`src/rtl/hazard_ctrl_if.sv`:
```
// Hazard-controller bundle: decode/execute/memory/writeback hazard inputs and
// the stall/flush/forward controls plus performance counters.
interface hazard_ctrl_if #(
    parameter int unsigned ADW  = 5,
    parameter int unsigned CNTW = 16
);
    logic            validD;
    logic [ADW-1:0]  rs1D;
    logic [ADW-1:0]  rs2D;
    logic            use_rs1D;
    logic            use_rs2D;
    logic [ADW-1:0]  rdE;
    logic            regwriteE;
    logic            resultsrcE;
    logic [ADW-1:0]  rdM;
    logic            regwriteM;
    logic [ADW-1:0]  rdW;
    logic            regwriteW;
    logic            redirectE;
    logic            stallF;
    logic            stallD;
    logic            flushD;
    logic            flushE;
    logic [1:0]      fwdAE;
    logic [1:0]      fwdBE;
    logic            busy;
    logic [CNTW-1:0] stall_cnt;
    logic [CNTW-1:0] flush_cnt;

    modport master (
        output validD, rs1D, rs2D, use_rs1D, use_rs2D, rdE, regwriteE, resultsrcE,
               rdM, regwriteM, rdW, regwriteW, redirectE,
        input  stallF, stallD, flushD, flushE, fwdAE, fwdBE, busy, stall_cnt, flush_cnt
    );

    modport slave (
        input  validD, rs1D, rs2D, use_rs1D, use_rs2D, rdE, regwriteE, resultsrcE,
               rdM, regwriteM, rdW, regwriteW, redirectE,
        output stallF, stallD, flushD, flushE, fwdAE, fwdBE, busy, stall_cnt, flush_cnt
    );
endinterface

```
`src/rtl/hazard_ctrl.sv`:
```
// rv32i pipeline hazard controller: load-use bubbles, redirect flush sequence,
// execute-stage operand forwarding selects and saturating stall/flush counters.
module hazard_ctrl #(
    parameter int unsigned ADW       = 5,
    parameter int unsigned FLUSH_CYC = 2,
    parameter int unsigned CNTW      = 16
) (
    input  logic          clk,
    input  logic          rst,
    hazard_ctrl_if.slave  hz
);
    typedef enum logic [1:0] {Run, Stall, Flush} stateT;

    localparam logic [2:0] FcntLoad = 3'(FLUSH_CYC - 1);

    stateT           stateQ, stateD;
    logic [2:0]      fcntQ, fcntD;
    logic [ADW-1:0]  rs1EQ, rs2EQ;
    logic [CNTW-1:0] stallCntQ, flushCntQ;
    logic            lu;
    logic            stallFc, stallDc, flushDc, flushEc;

    assign lu = hz.validD & hz.resultsrcE & hz.regwriteE & (hz.rdE != '0) &
                ((hz.use_rs1D & (hz.rs1D == hz.rdE)) | (hz.use_rs2D & (hz.rs2D == hz.rdE)));

    always_comb begin
        stateD  = stateQ;
        fcntD   = fcntQ;
        stallFc = 1'b0;
        stallDc = 1'b0;
        flushDc = 1'b0;
        flushEc = 1'b0;
        unique case (stateQ)
            Run, Stall: begin
                if (hz.redirectE) begin
                    stateD  = Flush;
                    fcntD   = FcntLoad;
                    flushDc = 1'b1;
                    flushEc = 1'b1;
                end else if (lu && stateQ == Run) begin
                    stateD  = Stall;
                    stallFc = 1'b1;
                    stallDc = 1'b1;
                    flushEc = 1'b1;
                end else begin
                    stateD = Run;
                end
            end
            Flush: begin
                flushDc = 1'b1;
                flushEc = 1'b1;
                // The redirect cycle itself is the first flush cycle, so leave
                // once the remaining count is exhausted.
                if (hz.redirectE) begin
                    fcntD = FcntLoad;
                end else if (fcntQ <= 3'd1) begin
                    stateD = Run;
                    fcntD  = 3'd0;
                end else begin
                    fcntD = fcntQ - 3'd1;
                end
            end
            default: stateD = Run;
        endcase
        // Reset forces quiet outputs even while redirect/lu inputs are active.
        if (rst) begin
            stallFc = 1'b0;
            stallDc = 1'b0;
            flushDc = 1'b0;
            flushEc = 1'b0;
        end
    end

    always_ff @(posedge clk or posedge rst) begin
        if (rst) begin
            stateQ    <= Run;
            fcntQ     <= 3'd0;
            rs1EQ     <= '0;
            rs2EQ     <= '0;
            stallCntQ <= '0;
            flushCntQ <= '0;
        end else begin
            stateQ <= stateD;
            fcntQ  <= fcntD;
            // Invalid decode slots load x0 so unknown addresses never reach forwarding.
            if (flushEc) begin
                rs1EQ <= '0;
                rs2EQ <= '0;
            end else if (!stallDc) begin
                rs1EQ <= hz.validD ? hz.rs1D : '0;
                rs2EQ <= hz.validD ? hz.rs2D : '0;
            end
            if (stallDc && stallCntQ != '1) stallCntQ <= stallCntQ + 1'b1;
            if (flushDc && flushCntQ != '1) flushCntQ <= flushCntQ + 1'b1;
        end
    end

    function automatic logic [1:0] fwdSel(input logic [ADW-1:0] rs,
                                          input logic regwriteM, input logic [ADW-1:0] rdM,
                                          input logic regwriteW, input logic [ADW-1:0] rdW);
        if (regwriteM && rdM != '0 && rdM == rs)      return 2'b10;
        else if (regwriteW && rdW != '0 && rdW == rs) return 2'b01;
        else                                          return 2'b00;
    endfunction

    assign hz.fwdAE     = fwdSel(rs1EQ, hz.regwriteM, hz.rdM, hz.regwriteW, hz.rdW);
    assign hz.fwdBE     = fwdSel(rs2EQ, hz.regwriteM, hz.rdM, hz.regwriteW, hz.rdW);
    assign hz.stallF    = stallFc;
    assign hz.stallD    = stallDc;
    assign hz.flushD    = flushDc;
    assign hz.flushE    = flushEc;
    assign hz.busy      = (stateQ != Run);
    assign hz.stall_cnt = stallCntQ;
    assign hz.flush_cnt = flushCntQ;
endmodule

```
`src/flat_wrapper.sv`:
```
// flat-port wrapper written by rule: the top's interface ports become plain ports
module hazard_ctrl_flat 
#(
    parameter int unsigned ADW       = 5,
    parameter int unsigned FLUSH_CYC = 2,
    parameter int unsigned CNTW      = 16
)
  (clk, rst, hz_validD, hz_rs1D, hz_rs2D, hz_use_rs1D, hz_use_rs2D, hz_rdE, hz_regwriteE, hz_resultsrcE, hz_rdM, hz_regwriteM, hz_rdW, hz_regwriteW, hz_redirectE, hz_stallF, hz_stallD, hz_flushD, hz_flushE, hz_fwdAE, hz_fwdBE, hz_busy, hz_stall_cnt, hz_flush_cnt);
  hazard_ctrl_if #(.ADW(ADW), .CNTW(CNTW)) hz_i ();
  input  logic clk;
  input  logic rst;
  input wire logic [$bits(hz_i.validD)-1:0] hz_validD;
  input wire logic [$bits(hz_i.rs1D)-1:0] hz_rs1D;
  input wire logic [$bits(hz_i.rs2D)-1:0] hz_rs2D;
  input wire logic [$bits(hz_i.use_rs1D)-1:0] hz_use_rs1D;
  input wire logic [$bits(hz_i.use_rs2D)-1:0] hz_use_rs2D;
  input wire logic [$bits(hz_i.rdE)-1:0] hz_rdE;
  input wire logic [$bits(hz_i.regwriteE)-1:0] hz_regwriteE;
  input wire logic [$bits(hz_i.resultsrcE)-1:0] hz_resultsrcE;
  input wire logic [$bits(hz_i.rdM)-1:0] hz_rdM;
  input wire logic [$bits(hz_i.regwriteM)-1:0] hz_regwriteM;
  input wire logic [$bits(hz_i.rdW)-1:0] hz_rdW;
  input wire logic [$bits(hz_i.regwriteW)-1:0] hz_regwriteW;
  input wire logic [$bits(hz_i.redirectE)-1:0] hz_redirectE;
  output wire logic [$bits(hz_i.stallF)-1:0] hz_stallF;
  output wire logic [$bits(hz_i.stallD)-1:0] hz_stallD;
  output wire logic [$bits(hz_i.flushD)-1:0] hz_flushD;
  output wire logic [$bits(hz_i.flushE)-1:0] hz_flushE;
  output wire logic [$bits(hz_i.fwdAE)-1:0] hz_fwdAE;
  output wire logic [$bits(hz_i.fwdBE)-1:0] hz_fwdBE;
  output wire logic [$bits(hz_i.busy)-1:0] hz_busy;
  output wire logic [$bits(hz_i.stall_cnt)-1:0] hz_stall_cnt;
  output wire logic [$bits(hz_i.flush_cnt)-1:0] hz_flush_cnt;
  assign hz_i.validD = hz_validD;
  assign hz_i.rs1D = hz_rs1D;
  assign hz_i.rs2D = hz_rs2D;
  assign hz_i.use_rs1D = hz_use_rs1D;
  assign hz_i.use_rs2D = hz_use_rs2D;
  assign hz_i.rdE = hz_rdE;
  assign hz_i.regwriteE = hz_regwriteE;
  assign hz_i.resultsrcE = hz_resultsrcE;
  assign hz_i.rdM = hz_rdM;
  assign hz_i.regwriteM = hz_regwriteM;
  assign hz_i.rdW = hz_rdW;
  assign hz_i.regwriteW = hz_regwriteW;
  assign hz_i.redirectE = hz_redirectE;
  assign hz_stallF = hz_i.stallF;
  assign hz_stallD = hz_i.stallD;
  assign hz_flushD = hz_i.flushD;
  assign hz_flushE = hz_i.flushE;
  assign hz_fwdAE = hz_i.fwdAE;
  assign hz_fwdBE = hz_i.fwdBE;
  assign hz_busy = hz_i.busy;
  assign hz_stall_cnt = hz_i.stall_cnt;
  assign hz_flush_cnt = hz_i.flush_cnt;
  hazard_ctrl #(.ADW(ADW), .FLUSH_CYC(FLUSH_CYC), .CNTW(CNTW)) u_core (.clk(clk), .rst(rst), .hz(hz_i));
endmodule
```
`config.mk`:
```
export PLATFORM = sky130hd
export DESIGN_NAME = hazard_ctrl_flat
export DESIGN_NICKNAME = d
export VERILOG_FILES = /design/src/rtl/hazard_ctrl_if.sv /design/src/rtl/hazard_ctrl.sv /design/src/flat_wrapper.sv
export SDC_FILE = /design/constraint.sdc
export NUM_CORES = 1
export LEC_CHECK = 0
export CORE_MARGIN = 4
export CORE_UTILIZATION = 45
export CTS_CLUSTER_SIZE = 8
export DETAILED_ROUTE_END_ITERATION = 12
export GPL_TIMING_DRIVEN = 0
export MAX_ROUTING_LAYER = met4
export PLACE_DENSITY = 0.77
export SYNTH_ARGS = -nofsm -noshare
export SYNTH_HDL_FRONTEND = slang
export SYNTH_SLANG_ARGS = --single-unit
```
`constraint.sdc`:
```
create_clock -name clk -period 2.45 [get_ports clk]
set_input_delay 0.245 -clock clk [delete_from_list [all_inputs] [get_ports clk]]
set_output_delay 0.245 -clock clk [all_outputs]
set_load 0.01 [all_outputs]
```
==> results.yml, run 1 <==
outcome:
  status: "finished clean"
power:
  ir_drop_mv: 0.301
  leakage_uw: 0.00154
  power.density_nw_per_um2: 571
placement:
  dp.cells: 384
  dp_worst_setup_slack_ns: -0.315
  place.gp.congestion: 0.780
  numPortBuffers: 75
  dpl.hpwl_um: 4490
final_layout:
  layout-drive-gt1-share_pct: 9.57
  syn_to_final_growth_pct: 39.3
  fin_nets: 362
  final_cell_mix: "clkdlybuf4s50_1 (70), dfrtp_1 (47), xnor2_1 (32)"
  postLayoutCoreUtil_pct: 66.7
  final_common_cell: "clkdlybuf4s50_1"
  instances_no_fill: 394
  diodes: 0
timing:
  setup_viol: 0
  finalHoldWorstSlack_ns: 0.463
  post-route-period-util_pct: 96.3
  timing.final.ws_setup_ns: 0.0909
  max_freq_mhz: 424
  min_period_ns: 2.36
  max_slew.worst_pin.slew_ns: 0.713
  final.setup_skew_ns: 0.00717
  maxSlewHeadroom_pct: 52.1
  maxSlewViolCount: 0
  hold_violations: 0
  rsz0062_at_grt: "yes"
yosys:
  ys_seq_area_share_pct: 46.9
  synth_fp_nets: 277
  ys_seq_elements: 47
  postSynthCellCount: 238
  synth-warning-count: 0
  synth_cell_type_count: 34
  synth_area_per_cell_um2: 10.5
  syn_area_um2: 2510
drt:
  dr.first_iter.drc_count: 55
  viasPerCell: 5.25
  final_antenna_net_count: 0
  drt-total-wl_um: 5750
  wl_per_cell_um: 14.6
  firstDrtPassIters: 4
  drc: 0
  vias: 2067
min_path:
  holdCritPathClass: "primary input to asynchronous set/reset pin"
floorplan:
  dieArea_um2: 6830
  start_util_pct: 47.9
  die-width_um: 82.6
  io_pins: 76
  die_y_um: 82.6
  rows: 26
  core_area_um2: 5240
clock_network:
  root_buffer: "clkbuf_8"
  cts.reportedPaths.clkPinSlew_ns: 0.09
  cts_tree: "built"
  cts_buffers: 5
  htree_num_levels: 2
  cts_sinks: 47
  cts.path.max_buffers: 2
  insertion_delay_ns: 0.30
job:
  timing.max_cap.violations: 0
setup_path:
  crit_path_top_delay_cell: "or3_4"
  crit-reg2reg-launch: "u_core.stateQ[0]"
  cp-end-kind: "flop"
  cp_num_buf_inv: 2
  worstSetupStartpointType: "flop"
  rr_worst_depth: 7
  crit_path_max_fanout: 8
  crit_start: "u_core.stateQ[0]"
  critPathKind: "flop to flop"
  cp_top_family: "simple AND/OR/NAND/NOR gates"
  path_cells: "buf_6 > or2_4 > a211o_1 > or3_4 > nor4_4 > buf_4 > mux2_2"
  crit_arrival_ns: 2.55
  required_ns: 2.64
  path_depth: 7
  cpPeakStageDelay_ns: 0.43
grt:
  antenna_found_initial: 0
  globalRouteTotalUtil_pct: 18.7
  grt_pass1_wl_um: 9450
  grt_pass1_vias: 2071
  grt_start_max_net_pins: 29
  overflow: 0
-- where the power goes --
group / internal (uW) / leakage [uW] / total [uW] / switching, uW
combinational: 302 / 0.000856 / 545 / 243
clock: 230 / 0.0000474 / 492 / 261
sequential: 859 / 0.000634 / 957 / 98.9
total: 1390 / 0.00154 / 1990 / 603
-- state kept, by name, summed over array words and instances (netlist names) --
| name | count |
|---|---|
| u_core.rs1EQ | 5 |
| u_core.fcntQ | 3 |
| u_core.hz.stall_cnt | 16 |
| u_core.stateQ | 2 |
| u_core.hz.flush_cnt | 16 |
| u_core.rs2EQ | 5 |
-- layer usage --
| layer | vias up | GRT usage [%] | wire (um) |
|---|---|---|---|
| li1 | 1000 | - | - |
| met1 | 994 | 22.4 | 2450 |
| met2 | 65 | 31.2 | 2810 |
| met3 | 8 | 3.90 | 394 |
| met4 | 0 | 6.54 | 95 |
| met5 | - | - | 0 |
-- layout make-up --
type	instances	area (um2)
inverters	10	37.5
clock buffers	6	82.6
multi-input cells	175	1270
plain buffers	5	42.5
fillers	423	1740
clock inverters	2	16.3
flip-flops and latches	47	1180
repair buffers	79	782
well taps	70	87.6
-- logic make-up (layout without fill, tap and decap cells) --
kind of cell | Yosys count | count (layout) | share of synthesized area [%]
flops | 47 | 47 | 46.9
compound gates | 15 | 15 | 3.99
mux | 2 | 2 | 0.898
fa+ha+maj | 4 | 4 | 2.00
xor+xnor | 60 | 60 | 21.0
simple gates | 94 | 94 | 21.8
buf+inv | 16 | 102 | 3.49
-- Yosys cell counts (all sizes together) --
master | instances | area, um2
nand2 | 10 | 37.5
a32o | 2 | 20.0
nor3 | 4 | 20.0
nor4 | 8 | 65.1
a32oi | 1 | 8.76
a211o | 2 | 18.8
o21bai | 1 | 7.51
or4 | 5 | 37.5
and4 | 2 | 17.5
nor2 | 10 | 37.5
xor2 | 28 | 245
and2 | 11 | 70.1
xnor2 | 32 | 280
nand3 | 20 | 100
nand4 | 11 | 68.8
or3 | 1 | 11.3
a21oi | 3 | 15.0
dfrtp | 47 | 1180
buf | 5 | 46.3
and3 | 9 | 57.6
o21ai | 6 | 30.0
inv | 10 | 37.5
or2 | 2 | 15.0
ha | 4 | 50.1
clkbuf | 1 | 3.75
nand3b | 1 | 7.51
mux2 | 2 | 22.5
-- path summary, 6_finish.rpt --
path,endpoint,slack (ns)
hold reg to reg,u_core.hz.flush_cnt[15],0.50
max in group asynchronous,u_core.hz.flush_cnt[1],1.49
hold / removal,u_core.hz.flush_cnt[9],0.46
min in group clk,u_core.hz.flush_cnt[15],0.50
setup reg to reg,u_core.hz.stall_cnt[1],0.09
setup / recovery,u_core.hz.stall_cnt[1],0.09
-- per-stage QoR --
stage	power, uW	area, um2	setup TNS, ns
after floorplan	1250	2510	0
after global placement	1490	3350	-8.34
after detailed placement	1520	3370	-1.79
after CTS	2020	3500	0
after global routing	2120	3490	-0.00689
final	1990	3490	0
-- worst reg2reg max path, stage by stage, from the launching register on --
cell	delay [ns]
dfrtp_1	0.38
buf_6	0.13
or2_4	0.22
a211o_1	0.24
or3_4	0.43
nor4_4	0.36
buf_4	0.17
mux2_2	0.31
-- timing repair --
action,4_1_cts,5_1_grt
setup endpoints to repair,11,9
hold buffers,0,0
buffers inserted,3,0
pin swaps,2,4
gates resized for setup,11,3
Power figures use the tool's default switching activity.
==> inputs of run 2 (changes only) <==
--- a/config.mk
+++ b/config.mk
@@ -10,6 +10,7 @@
 export CTS_CLUSTER_SIZE = 8
 export DETAILED_ROUTE_END_ITERATION = 12
 export GPL_TIMING_DRIVEN = 0
+export HOLD_SLACK_MARGIN = 0.12
 export MAX_ROUTING_LAYER = met4
 export PLACE_DENSITY = 0.77
 export SYNTH_ARGS = -nofsm -noshare
==> results of run 2 <==
Same layout as run 1: the final DEF is identical, and so are final timing and power.
